**src/rtl/divider_16_bit_seq.sv**
```systemverilog
// Sequential unsigned restoring divider, one quotient bit per clock.
// Operands and results each move on a valid/ready handshake.
module divider_16_bit_seq #(
  parameter int WIDTH = 16
) (
  input  logic             clk,
  input  logic             rst,
  input  logic             in_valid,
  output logic             in_ready,
  input  logic [WIDTH-1:0] dividend,
  input  logic [WIDTH-1:0] divisor,
  output logic             out_valid,
  input  logic             out_ready,
  output logic [WIDTH-1:0] quotient,
  output logic [WIDTH-1:0] remainder,
  output logic             div_by_zero
);

  localparam int CW = (WIDTH > 2) ? $clog2(WIDTH) : 1;

  typedef enum logic [1:0] {
    S_IDLE,
    S_CALC,
    S_DONE
  } state_t;

  state_t           r_state;
  state_t           w_next_state;

  logic [WIDTH-1:0] r_rem;
  logic [WIDTH-1:0] r_quo;
  logic [WIDTH-1:0] r_div;
  logic [CW-1:0]    r_cnt;
  logic [WIDTH-1:0] r_quotient;
  logic [WIDTH-1:0] r_remainder;
  logic             r_dbz;

  logic             w_accept;
  logic             w_last;
  logic [WIDTH:0]   w_rem_shift;
  logic [WIDTH-1:0] w_diff;
  logic             w_low_borrow;
  logic             w_borrow;
  logic [WIDTH-1:0] w_rem_next;
  logic [WIDTH-1:0] w_quo_next;

  assign w_accept = (r_state == S_IDLE) && in_valid;
  assign w_last   = (r_cnt == '0);

  // Trial subtraction of D from the shifted partial remainder. The shifted
  // value is WIDTH+1 bits; a set top bit means it is certainly >= D.
  assign w_rem_shift                = {r_rem, r_quo[WIDTH-1]};
  assign {w_low_borrow, w_diff}     = {1'b0, w_rem_shift[WIDTH-1:0]} - {1'b0, r_div};
  assign w_borrow                   = ~w_rem_shift[WIDTH] & w_low_borrow;
  assign w_rem_next                 = w_borrow ? w_rem_shift[WIDTH-1:0] : w_diff;
  assign w_quo_next                 = {r_quo[WIDTH-2:0], ~w_borrow};

  // NOTE: sequential state uses non-blocking (<=) so every register samples
  // pre-edge values; blocking here would create order-dependent races.
  always_ff @(posedge clk) begin
    if (rst) begin
      r_state <= S_IDLE;
    end else begin
      r_state <= w_next_state;
    end
  end

  // NOTE: every output of this block gets a default first, so no path can
  // leave a signal unassigned and infer a latch.
  always_comb begin
    w_next_state = r_state;
    in_ready     = 1'b0;
    out_valid    = 1'b0;
    case (r_state)
      S_IDLE: begin
        in_ready = 1'b1;
        if (in_valid) begin
          w_next_state = (divisor != '0) ? S_CALC : S_DONE;
        end
      end
      S_CALC: begin
        if (w_last) begin
          w_next_state = S_DONE;
        end
      end
      S_DONE: begin
        out_valid = 1'b1;
        if (out_ready) begin
          w_next_state = S_IDLE;
        end
      end
      default: w_next_state = S_IDLE;
    endcase
  end

  // NOTE: this design holds only flops, so all of them are reset; a RAM-style
  // array would normally be left unreset.
  always_ff @(posedge clk) begin
    if (rst) begin
      r_rem       <= '0;
      r_quo       <= '0;
      r_div       <= '0;
      r_cnt       <= '0;
      r_quotient  <= '0;
      r_remainder <= '0;
      r_dbz       <= 1'b0;
    end else begin
      case (r_state)
        S_IDLE: begin
          if (w_accept) begin
            if (divisor != '0) begin
              r_rem <= '0;
              r_quo <= dividend;
              r_div <= divisor;
              r_cnt <= CW'(WIDTH - 1);
            end else begin
              r_quotient  <= '1;
              r_remainder <= dividend;
              r_dbz       <= 1'b1;
            end
          end
        end
        S_CALC: begin
          r_rem <= w_rem_next;
          r_quo <= w_quo_next;
          r_cnt <= r_cnt - 1'b1;
          if (w_last) begin
            r_quotient  <= w_quo_next;
            r_remainder <= w_rem_next;
            r_dbz       <= 1'b0;
          end
        end
        default: begin
        end
      endcase
    end
  end

  assign quotient    = r_quotient;
  assign remainder   = r_remainder;
  assign div_by_zero = r_dbz;

endmodule

```
**config.mk**
```make
export PLATFORM = sky130hd
export DESIGN_NAME = divider_16_bit_seq
export DESIGN_NICKNAME = d
export VERILOG_FILES = /design/src/rtl/divider_16_bit_seq.sv
export SDC_FILE = /design/constraint.sdc
export NUM_CORES = 1
export LEC_CHECK = 0
export ABC_CLOCK_PERIOD_IN_PS = 3900
export CAP_MARGIN = 20
export CORE_MARGIN = 2
export CORE_UTILIZATION = 32
export CTS_BUF_LIST = sky130_fd_sc_hd__clkbuf_8
export DETAILED_ROUTE_END_ITERATION = 6
export GPL_ROUTABILITY_DRIVEN = 0
export SETUP_SLACK_MARGIN = 0.05
export SLEW_MARGIN = 15
export SYNTH_ARGS = -nofsm -noshare
export SYNTH_HDL_FRONTEND = slang
export SYNTH_SLANG_ARGS = --single-unit
```
**constraint.sdc**
```tcl
create_clock -name clk -period 3.9 [get_ports clk]
set_clock_uncertainty 0.15 [all_clocks]
set_input_delay 0.39 -clock clk [delete_from_list [all_inputs] [get_ports clk]]
set_output_delay 0.39 -clock clk [all_outputs]
set_load 0.05 [all_outputs]
```
==> summary.txt <==
Setup path
  • Reg2reg end: r_rem[15]$_SDFFE_PP0P_
  • Slowest CP cell: nand3_1
  • Crit start category: register
  • Worst reg-to-reg setup slack: 0.81 ns
  • Top cell by count, worst path: inv_1
  • CP Capture Type: register
  • Setup Crit Path Kind: reg2reg
  • R2R cell count: 10
  • Arrival @ worst endpoint: 3.16 ns
  • Critical-path cell list: inv_1, ha_1, inv_1, fa_1, a211oi_2, o21ai_2, a41oi_1, nand3_1, nand4bb_1, a311oi_1
  • Worst-path fanout max: 16
  • Worst EP required: 3.97 ns
  • Slowest stage delay, CP: 0.58 ns
  • Reg-to-Reg Start: r_quo[15]$_SDFFE_PP0P_

Pwr
  • Leak Pwr: 2.00 nW
  • Worst vdd ir: approximately 190 uV
  • PD cells: 488 mW/mm2

Floorplanning
  • Die area: about 0.015 mm2
  • Die Ht: 124 um
  • Core area: approximately 0.014 mm2
  • Die Wd: 124 um
  • Initial Utilization: 32.9%
  • Row cnt: 43
  • Io pins: 71

Clock network
  • Post-CTS Hold Buffers: 0
  • Clock transition at the registers of the reported paths: 0.10 ns
  • CTS tree: built
  • Root Driver: clkbuf_8
  • H-Tree Level Count: 3
  • Clock latency on the worst-skew pair: about 0.38 ns
  • Post CTS Setup Buffer Count: 0
  • Clk sinks: 87
  • CTS resizes: 0
  • Clock tree buffer depth: 2
  • CTS buffer count: 9

Timing
  • Min Tclk post-route: 3.09 ns
  • Final count of negative-setup-slack endpoints: 0
  • Final period utilization: about 80%
  • RSZ-0062 raised after global routing: false
  • Worst-Margin Slew: 0.956 ns
  • Fin. Hold Viols: 0
  • Fmax: ~0.32 GHz
  • Max Transition Viols Final: 0
  • Setup_tns: 0 ns
  • Max_slew headroom: 36.3%

Layout
  • FILL cells: 1,434
  • Final instance area: 0.00557 mm2
  • Storage cell area: 0.00174 mm2
  • Synth-to-layout area growth: 21.6%
  • Commonest non-fill, non-tap cell in the layout: dfxtp_1
  • Area taken by multi-input logic gates: 0.00255 mm2
  • Final Util: 40.0%
  • Nets: 682
  • Share of layout cells above drive strength 1: under 10%
  • Inserted Diodes: 0
  • Commonest cells after routing, fill and taps aside: dfxtp_1 (87), nand2_1 (81), clkdlybuf4s50_1 (69), nor2_1 (60), a21oi_1 (52)

Worst hold path
  • Hold path start: r_div[14]$_SDFFE_PP0P_
  • Hold/Removal Path Class: reg2reg
  • Hold Path Depth: 2
  • Hold EP: r_div[14]$_SDFFE_PP0P_

Synthesis
  • Post-Syn Instances: 586
  • Post-synth ARST share: 0%
  • Mean post-synth cell area: 7.82 um2
  • Mapped cell area: 0.00458 mm2
  • Syn. warnings: 0
  • Number of flops mapped to enable cells by yosys: 0
  • Post-Syn Nets: 640
  • Flop and latch count out of synthesis: 87
  • Synth unique cells: 56
  • Ys flop type: dfxtp_1
  • Sequential fraction of the synthesis area: a little under two fifths

Global routing
  • Initial antenna violation count: 0
  • GRT Resource Usage Total: 17.7%
  • Largest net degree at the start of global routing: 55
  • Vias in the first global route: ~4,100
  • Grt ovf: 0
  • First-pass GRT wire length: 21,000 um

Routing
  • Post-DRT Antenna Nets: 0
  • Initial drt markers: 451
  • WL per Instance: 16.2 um
  • Via-to-Cell Ratio: 5.44
  • DR DRC count: 0
  • Drt total wl: 13,100 um
  • Drt first pass iters: 5
  • Vias: 4,421

Flow run
  • Maxcap violations: 0

Status
  • Run status: finished, final reports clean

Placement
  • Dpl cell area: 0.00537 mm2
  • Dpl hpwl: 9590 um
  • Number of I/O port buffers: 70
registers in the layout, indices dropped and copies added, names as in the netlist:
name         cells
r_rem           16
div_by_zero      1
r_div           16
quotient        16
r_cnt            4
r_quo           16
remainder       16
r_state          2
cells by family (layout without fill, tap and decap cells):
| family | Yosys count | count (layout) | share of synthesized area, % |
|---|---|---|---|
| AO/OA/AOI/OAI | 183 | 183 | 27.2 |
| XOR/XNOR | 8 | 8 | 1.53 |
| adder cells (fa/ha/maj) | 18 | 18 | 5.08 |
| buffers and inverters | 69 | 116 | 6.34 |
| flip-flops | 87 | 87 | 38.0 |
| multiplexers | 1 | 1 | 0.246 |
| AND/OR/NAND/NOR | 220 | 220 | 21.6 |
routing by layer:
layer	global-route usage [%]	vias to the layer above	part of all wire, %
li1	-	2210	-
met1	24.1	2077	48
met2	28.1	120	46
met3	3.71	14	5.0
met4	5.33	0	1.3
met5	0	-	0
final cells by class:
cell class / instances / share of cell area, %
Timing Repair Buffer: 79 / 13.9
Sequential cell: 87 / 31.3
Multi-Input combinational cell: 430 / 45.8
Inverter: 21 / 1.41
Clock buffer: 10 / 2.47
Clock inverter: 6 / 1.08
Tap cell: 180 / 4.04
power breakdown:
part / switching [mW] / leakage, nW / internal [mW]
clock: 0.372 / 0.101 / 0.265
combinational: 0.656 / 1.19 / 0.377
sequential: 0.0722 / 0.713 / 0.978
total: 1.10 / 2.00 / 1.62
critical path: cells and delay by family (launching register included):
| kind | cells | cell delay, ns |
|---|---|---|
| adders and majority gates | 2 | 0.58 |
| and+or+nand+nor | 2 | 0.94 |
| DFF | 1 | 0.33 |
| AOI/OAI and AO/OA | 4 | 0.82 |
| buffers and inverters | 2 | 0.12 |
synth_stat cells (2+ instances only):
cell	n	area share, %
nand2b_1	6	0.82
a211oi_1	10	1.6
o221ai_1	2	0.38
o21bai_1	15	2.5
a31oi_1	18	2.5
o211ai_1	13	2.1
dfxtp_1	87	38
a311oi_2	2	0.66
buf_1	6	0.49
inv_1	21	1.7
buf_6	2	0.49
nor2_1	61	5.0
nor4_1	7	0.96
xor2_1	3	0.57
clkbuf_1	27	2.2
or2_2	2	0.27
a21o_1	5	0.82
ha_1	17	4.6
or4_1	2	0.33
o21ai_1	6	0.66
nand3_1	11	1.2
nand2_1	81	6.6
nand4_1	6	0.82
xnor2_1	5	0.96
nor3_1	32	3.5
nor2b_1	3	0.41
a21oi_1	52	5.7
a41o_1	2	0.44
buf_2	13	1.4
o21ai_0	16	1.7
a311oi_1	25	4.8
or3_1	3	0.41
o21ai_2	2	0.38
through the flow:
stage | cells | power [mW] | hold WS, ns | setup WS (ns)
2_1_floorplan | 586 | 1.81 | 0.286 | 1.44
3_3_place_gp | 797 | 2.08 | 0.293 | 0.782
3_5_place_dp | 797 | 2.09 | 0.300 | 0.723
4_1_cts | 813 | 2.72 | 0.312 | 0.835
5_1_grt | 813 | 2.87 | 0.335 | 0.532
6_report | 813 | 2.72 | 0.309 | 0.806
worst max-delay path by stage:
stage	start	to	slack (ns)	cells past startpoint
6_report	r_quo[15]$_SDFFE_PP0P_	r_rem[15]$_SDFFE_PP0P_	0.81	10
3_5_place_dp	divisor[10]	remainder[7]$_SDFFE_PP0P_	0.72	7
5_1_grt	r_quo[15]$_SDFFE_PP0P_	r_rem[15]$_SDFFE_PP0P_	0.53	10
4_1_cts	r_quo[15]$_SDFFE_PP0P_	r_rem[15]$_SDFFE_PP0P_	0.84	10
3_3_place_gp	divisor[10]	remainder[5]$_SDFFE_PP0P_	0.78	7
2_1_floorplan	r_quo[15]$_SDFFE_PP0P_	remainder[13]$_SDFFE_PP0P_	1.44	11
Note: power is estimated with default switching activity, not from simulation.
